===== config.mk =====
export PLATFORM = sky130hd
export DESIGN_NAME = sd_fetch_cntl
export DESIGN_NICKNAME = d
export VERILOG_FILES = /design/src/rtl/sd_fetch_cntl.sv
export SDC_FILE = /design/constraint.sdc
export NUM_CORES = 1
export LEC_CHECK = 0
export ABC_AREA = 1
export CAP_MARGIN = 25
export CORE_MARGIN = 2
export CORE_UTILIZATION = 40
export DETAILED_ROUTE_END_ITERATION = 12
export PLACE_DENSITY = 0.57
export SLEW_MARGIN = 10
export SYNTH_ARGS = -nofsm -noshare
export SYNTH_HDL_FRONTEND = slang
export SYNTH_SLANG_ARGS = --single-unit

===== constraint.sdc =====
create_clock -name clk -period 14.4 [get_ports clk]
set_input_delay 3.6 -clock clk [delete_from_list [all_inputs] [get_ports clk]]
set_output_delay 3.6 -clock clk [all_outputs]
set_load 0.01 [all_outputs]

===== src/rtl/sd_fetch_cntl.sv =====
// Storage-descriptor fetch controller: issues credit-limited pipelined reads to
// sd_memory and re-frames the returned entries into a ready/valid stream.
module sd_fetch_cntl #(
    parameter int ADDR_W      = 10,
    parameter int OP_W        = 2,
    parameter int OPT_NUM     = 3,
    parameter int OPT_TYPE_W  = 8,
    parameter int OPT_VALUE_W = 24,
    parameter int FIFO_DEPTH  = 4,
    parameter int RD_LAT      = 2,
    parameter int MAX_LEN     = 16
) (
    input  logic                           clk,
    input  logic                           reset_poweron,
    input  logic                           xx__sdf__ptr_valid,
    input  logic [ADDR_W-1:0]              xx__sdf__ptr,
    output logic                           sdf__xx__ptr_ready,
    output logic                           sdf__sdm__read,
    output logic [ADDR_W-1:0]              sdf__sdm__addr,
    input  logic                           sdm__sdf__valid,
    input  logic [1:0]                     sdm__sdf__dcntl,
    input  logic [OP_W-1:0]                sdm__sdf__op,
    input  logic [OPT_NUM*OPT_TYPE_W-1:0]  sdm__sdf__option_type,
    input  logic [OPT_NUM*OPT_VALUE_W-1:0] sdm__sdf__option_value,
    output logic                           sdf__xx__valid,
    output logic [1:0]                     sdf__xx__cntl,
    output logic [OP_W-1:0]                sdf__xx__op,
    output logic [OPT_NUM*OPT_TYPE_W-1:0]  sdf__xx__option_type,
    output logic [OPT_NUM*OPT_VALUE_W-1:0] sdf__xx__option_value,
    input  logic                           xx__sdf__ready,
    output logic                           sdf__xx__error
);

    localparam int ENT_W = 2 + OP_W + OPT_NUM*OPT_TYPE_W + OPT_NUM*OPT_VALUE_W;
    localparam int PTR_W = (FIFO_DEPTH > 1) ? $clog2(FIFO_DEPTH) : 1;
    localparam int CNT_W = $clog2(FIFO_DEPTH + 1);
    localparam int LEN_W = $clog2(MAX_LEN + 1);

    typedef enum logic [1:0] {IDLE, FETCH, DRAIN} state_t;

    state_t              state_q, state_d;
    logic [ADDR_W-1:0]   rdAddr_q, rdAddr_d;
    logic [LEN_W-1:0]    issued_q, issued_d;
    logic [LEN_W-1:0]    returned_q, returned_d;
    logic [CNT_W-1:0]    inflight_q, inflight_d;
    logic [CNT_W-1:0]    fifoCount_q, fifoCount_d;
    logic [PTR_W-1:0]    wrPtr_q, wrPtr_d;
    logic [PTR_W-1:0]    rdPtr_q, rdPtr_d;
    logic                read_q, read_d;
    logic [ADDR_W-1:0]   addr_q, addr_d;
    logic                error_q, error_d;
    logic [ENT_W-1:0]    fifoMem [FIFO_DEPTH];

    logic                issue;
    logic                retire;
    logic                push;
    logic                pop;
    logic                creditOk;
    logic [1:0]          pushCntl;
    logic [ENT_W-1:0]    pushEntry;

    // Credit covers both outstanding reads and buffered entries, so a push can never overflow.
    always_comb begin
        state_d     = state_q;
        rdAddr_d    = rdAddr_q;
        issued_d    = issued_q;
        returned_d  = returned_q;
        addr_d      = addr_q;
        read_d      = 1'b0;
        error_d     = 1'b0;
        issue       = 1'b0;
        push        = 1'b0;
        pushCntl    = sdm__sdf__dcntl;
        retire      = sdm__sdf__valid && (inflight_q != '0);
        creditOk    = ({1'b0, inflight_q} + {1'b0, fifoCount_q}) < (CNT_W+1)'(FIFO_DEPTH);

        case (state_q)
            IDLE: begin
                if (xx__sdf__ptr_valid) begin
                    rdAddr_d   = xx__sdf__ptr;
                    issued_d   = '0;
                    returned_d = '0;
                    state_d    = FETCH;
                end
            end
            FETCH: begin
                issue = creditOk && (issued_q < LEN_W'(MAX_LEN));
                if (sdm__sdf__valid) begin
                    push       = 1'b1;
                    returned_d = returned_q + 1'b1;
                    if (sdm__sdf__dcntl[1]) begin
                        state_d = DRAIN;
                    end else if (returned_q == LEN_W'(MAX_LEN - 1)) begin
                        pushCntl = 2'b10;
                        error_d  = 1'b1;
                        state_d  = DRAIN;
                    end
                end
            end
            DRAIN: begin
                if ((inflight_q == '0) || ((inflight_q == CNT_W'(1)) && retire)) begin
                    state_d = IDLE;
                end
            end
            default: state_d = IDLE;
        endcase

        if (issue) begin
            read_d   = 1'b1;
            addr_d   = rdAddr_q;
            rdAddr_d = rdAddr_q + 1'b1;
            issued_d = issued_q + 1'b1;
        end

        inflight_d  = inflight_q + CNT_W'(issue) - CNT_W'(retire);
        pop         = (fifoCount_q != '0) && xx__sdf__ready;
        fifoCount_d = fifoCount_q + CNT_W'(push) - CNT_W'(pop);
        wrPtr_d     = wrPtr_q + PTR_W'(push);
        rdPtr_d     = rdPtr_q + PTR_W'(pop);
        pushEntry   = {pushCntl, sdm__sdf__op, sdm__sdf__option_type, sdm__sdf__option_value};
    end

    always_ff @(posedge clk) begin
        if (reset_poweron) begin
            state_q     <= IDLE;
            rdAddr_q    <= '0;
            issued_q    <= '0;
            returned_q  <= '0;
            inflight_q  <= '0;
            fifoCount_q <= '0;
            wrPtr_q     <= '0;
            rdPtr_q     <= '0;
            read_q      <= 1'b0;
            addr_q      <= '0;
            error_q     <= 1'b0;
        end else begin
            state_q     <= state_d;
            rdAddr_q    <= rdAddr_d;
            issued_q    <= issued_d;
            returned_q  <= returned_d;
            inflight_q  <= inflight_d;
            fifoCount_q <= fifoCount_d;
            wrPtr_q     <= wrPtr_d;
            rdPtr_q     <= rdPtr_d;
            read_q      <= read_d;
            addr_q      <= addr_d;
            error_q     <= error_d;
        end
    end

    // Storage needs no reset: the head is masked to zero whenever the buffer is empty.
    always_ff @(posedge clk) begin
        if (push && !reset_poweron) begin
            fifoMem[wrPtr_q] <= pushEntry;
        end
    end

    assign sdf__xx__ptr_ready = (state_q == IDLE);
    assign sdf__sdm__read     = read_q;
    assign sdf__sdm__addr     = addr_q;
    assign sdf__xx__error     = error_q;
    assign sdf__xx__valid     = (fifoCount_q != '0);
    assign {sdf__xx__cntl, sdf__xx__op, sdf__xx__option_type, sdf__xx__option_value} =
        sdf__xx__valid ? fifoMem[rdPtr_q] : '0;

endmodule


# Word level (Yosys, flattened, before mapping)
# Memories as Yosys holds them, arrays and structs flattened. A register that Yosys moved wholly into a read port is not among the register bits.
# Cells that the tools add are included.
# classes
n_addsub	10
magnitude_cmp	2
n_eq_ne	8
muxes	27
bitwise_logic	2
reduce_logical	18
# op_table
operator	count
two-way mux 100 bit	1
two-way mux 10 bit	3
two-way mux 2 bit	10
two-way mux 5 bit	4
adder 10 x 1 -> 10 bit, second input constant	1
adder 5 x 1 -> 5 bit, second input constant	2
case mux 5 bit (2 select lines)	1
two-way mux 1 bit	7
adder 3 x 1 -> 3 bit	2
!= test 2 bit, second input constant	3
case mux 2 bit (3 select lines)	1
nonzero test 2 bit	3
nonzero test 3 bit	2
subtractor 3 x 1 -> 3 bit	2
== test 5 x 4 -> 1 bit, second input constant	1
logical AND 1 bit	5
less-than comparator 5 bit, second input constant	1
adder 2 x 1 -> 2 bit	2
adder 3 x 3 -> 4 bit	1
less-than comparator 4 x 3 -> 1 bit, second input constant	1
AND reduction 4 bit	1
OR reduction 4 bit	1
== test 3 x 1 -> 1 bit, second input constant	1
zero test 3 bit	1
9 further kinds	10
# totals
ff_bits	44
ram_bits	400
output_inout_bits	114
memories	1
# mem_list
memory	words	width	rd	rd_clocked_by_memory_dff	wr	line	source
fifoMem	4	100	1	1	1	52	logic [ENT_W-1:0] fifoMem [FIFO_DEPTH];

# Depth between registers and ports, before layout
# logic_depth
word_depth	6
mapped_depth	12

# Worst setup path before layout
# No wires, ideal clock.
# synth_path
path_type	input to register
from	input port reset_poweron
to	memory fifoMem[0][0] (netlist bit), enable pin
setup_ns	0.682
arrival_ns	10.965
setup_slack_ns	2.753
stages	5
path_cell_list	clkbuf_1 > inv_1 > clkbuf_1 > nand2_1 > nor3_1
# synth_between
elab_chain_len	4
# synth_lines
element	line	source
from (decl)	14	input logic reset_poweron,
zero test 1 bit	153	if (push && !reset_poweron) begin
logical AND 1 bit	153	
two-way mux 1 bit	153	
two-way mux 1 bit (implied by the code)	154	fifoMem[wrPtr_q] <= pushEntry;
to (decl)	52	
# Every way passes these cells.

==> flow_summary.yaml <==
run_status:
  status: "complete, no violations"
flow_run:
  maxCapViolCount: 0
power:
  seqPwrFrac_pct: 40.1
  clkPwrFrac_pct: 28.5
  power_frac_comb_pct: 31.4
  p_switching_mw: 1.175
  p_sw_share_pct: 31.67
  powerDensity_mw_per_mm2: 170.2
  power.internal_mw: 2.534
  peakVddDrop_mv: 0.1032
  total_power_mw: 3.709
  leakage_nw: 7.366
clock_network:
  cts_buffers: 46
  cts_sinks: 444
  tritoncts: "built"
  ctsRootBufferMaster: "clkbuf_16"
  clk_pin_slew_ns: 0.06
  htreeDepth: 2
  clk_latency_ns: 0.55
  cts_resized: 0
  postCtsSetupRepairBufs: 0
  hold_buffers: 0
  clock_path_buffers: 3
die:
  rows: 76
  io_pins: 229
  die_w_um: 213.8
  core_area_mm2: 0.04327
  fp.dieH_um: 213.8
  start_util_pct: 40.69
  dieArea_mm2: 0.04571
setup_path:
  cp-end-kind: "output pin"
  crit_required_ns: 10.80
  reg2reg_depth: 8
  path_class: "flip-flop to output pin"
  r2r_end: "fifoMem[1][42]"
  cp.arrival_ns: 3.66
  crit_start: "rdPtr_q[0]"
  crit_path_start_kind: "flip-flop"
  reg2reg_from: "state_q[0]"
  r2r_slack_ns: 11.37
  worst-path-max-fanout: 88
timing:
  hold_violations: 0
  timing.final.crit_share_pct: 50.41
  fmax_ghz: 0.1378
  fin_tns_setup_ns: 0
  rsz0062_at_grt: "false"
  tightest_slew_ns: 1.008
  period_needed_ns: 7.259
  slew_violations: 0
  finalSetupViolCount: 0
  maxSlewHeadroom_pct: 32.80
  finClkSkew_ns: 0.01858
synth:
  yosysSeqAreaShare_pct: 73.23
  syn_area_mm2: 0.01761
  synth_xor_area_share_pct: 0.4477
  synth_compound_area_share_pct: 10.16
  yosysWarnings: 0
  synth_adder_area_share_pct: 1.009
  yosys_register_bits: 444
  synth_top_family_by_area: "simple AND/OR/NAND/NOR gates"
  yosysUniqueCellTypes: 30
  syn-num-nets: 1612
  syn_area_per_cell_um2: 11.86
  synthCells: 1484
  synthMuxAreaShare_pct: 0
  synth-simple-area-share_pct: 11.63
grt:
  grt_pass1_vias: 11010
  grt_usage_pct: 18.44
  grt_overflow_total: 0
  antenna_found_initial: 5
  grt_max_degree: 89
  grt_pass1_wl_um: 63770
worst_hold_path:
  worstHoldPathType: "flip-flop to flip-flop"
  worstHoldPathCells: 2
  holdPathEnd: "returned_q[4]"
  min_from: "returned_q[4]"
final_layout:
  multi_input_area_mm2: 0.004118
  synthToLayoutAreaGrowth_pct: 23.80
  nFillCells: 3732
  seq_area_mm2: 0.01290
  drive_gt1_share_pct: 5.385
  nets: 1824
route:
  route.detailed.drc: 0
  num_vias: 11530
  vias_per_cell: 4.984
  ant_nets: 0
  totalWireLength_um: 42640
  wl_per_cell_um: 18.43
  drt_iter0_drc: 746
  first_pass_iters: 5
placed_design:
  port_buffers: 228
  dp_hpwl_um: 25260
  place.gp.congestion: 0.7783
## worst max-delay path: stages, from the launching register on
cell and delay, ns:
dfxtp_4 0.54, inv_4 0.62, buf_4 0.48, buf_16 0.33, o21ai_0 0.14, a21oi_1 0.30, clkdlybuf4s50_1 0.61
## worst max path at each step
stage | depth (start not counted) | endpoint | slack (ns)
after global placement | 7 | fifoMem[1][77] | 7.39
after detailed placement | 7 | fifoMem[1][72] | 7.36
after global routing | 6 | sdf__xx__option_value[31] | 6.91
after CTS | 6 | sdf__xx__option_value[32] | 7.08
after floorplan | 5 | fifoMem[0][0] | 2.75
final | 6 | sdf__xx__option_value[52] | 7.14
## power by group through the flow
stage          Clock, mW  Combinational (mW)  Sequential (mW)
3_3_place_gp           0                1.15             1.51
5_1_grt             1.13                1.28             1.49
2_1_floorplan          0               0.638             1.49
6_report            1.06                1.17             1.49
4_1_cts             1.08                1.18             1.49
3_5_place_dp           0                1.18             1.51
## placed cells by master, fill, tap and decap left out, types with 3 or more instances in the layout
cell type	instances
nor2_1	432
edfxtp_1	400
clkdlybuf4s50_1	228
o21ai_0	188
a21oi_1	128
nand2_1	59
clkbuf_16	47
inv_1	46
dfxtp_1	42
o21ai_1	37
clkbuf_1	22
buf_4	18
nand3_1	15
ha_1	11
nor3_2	5
xnor2_1	5
xor2_1	4
nor3_1	4
clkinv_2	4
clkinv_1	4
or2_2	3
buf_16	3
## area by class of cell
type / instances / share of cell area (%)
repair buffers: 251 / 11.65
clock buffers: 70 / 5.838
clock inverters: 9 / 0.2009
multi-input cells: 905 / 18.89
flip-flops and latches: 444 / 59.18
well taps: 585 / 3.358
diodes: 2 / 0.02296
inverters: 48 / 0.8496
## flip-flops by register name, summed over array words and instances (netlist names)
signal / cells
sdf__sdm__addr: 10
sdf__xx__error: 1
rdAddr_q: 10
fifoMem: 400
state_q: 2
fifoCount_q: 3
issued_q: 5
wrPtr_q: 2
rdPtr_q: 2
sdf__sdm__read: 1
inflight_q: 3
returned_q: 5
## per-stage QoR
step	hold slack (ns)	std cells	worst slack (ns)	instance area, um2	util (%)
floorplan	0.4390	1484	2.753	17610	-
global placement	0.4482	2228	7.391	20350	47.04
detailed placement	0.4571	2232	7.364	20450	47.26
CTS	0.4649	2311	7.077	21760	50.30
global route	0.4852	2313	6.906	21790	50.37
finish	0.4678	2314	7.141	21800	50.38
## synth_stat cells
master / number / area (um2)
edfxtp_1: 400 / 12010
xnor2_1: 5 / 43.79
nand4_1: 2 / 12.51
inv_2: 2 / 7.510
a21boi_0: 2 / 15.01
a21oi_1: 128 / 640.6
a31oi_1: 1 / 6.260
nor2_4: 2 / 22.52
buf_8: 1 / 15.01
nor3_1: 9 / 45.04
nor4_1: 1 / 6.260
buf_6: 2 / 22.52
o21ai_0: 188 / 940.9
nor2_1: 432 / 1622
clkbuf_1: 28 / 105.1
buf_1: 10 / 37.54
and3_1: 1 / 6.260
nor2_2: 1 / 6.260
xor2_1: 4 / 35.03
or2_2: 3 / 18.77
nand2_1: 59 / 221.5
buf_2: 34 / 170.2
fa_1: 2 / 40.04
nand2_2: 2 / 12.51
nand3_1: 15 / 75.07
o21ai_1: 37 / 185.2
ha_1: 11 / 137.6
inv_1: 46 / 172.7
dfxtp_1: 44 / 880.8
buf_4: 12 / 90.09
## cells by family (layout without fill, tap and decap cells)
kind of cell    count (synthesis)  after routing
other cells                     0              2
fa+ha+maj                      13             13
compound gates                356            356
xor+xnor                        9              9
flops                         444            444
simple gates                  527            527
buf+inv                       135            378
## per-layer routing
metal | wire length, um | vias to the layer above | GRT usage [%] | part of all wire (%)
met4 | 815 | 6 | 4.861 | 1.9
met1 | 19100 | 5577 | 25.13 | 45
met5 | 39 | - | 0 | 0.091
met3 | 2588 | 64 | 3.720 | 6.1
met2 | 20090 | 283 | 30.30 | 47
li1 | - | 5602 | - | -
No activity file was read; power rests on OpenSTA's default activity.
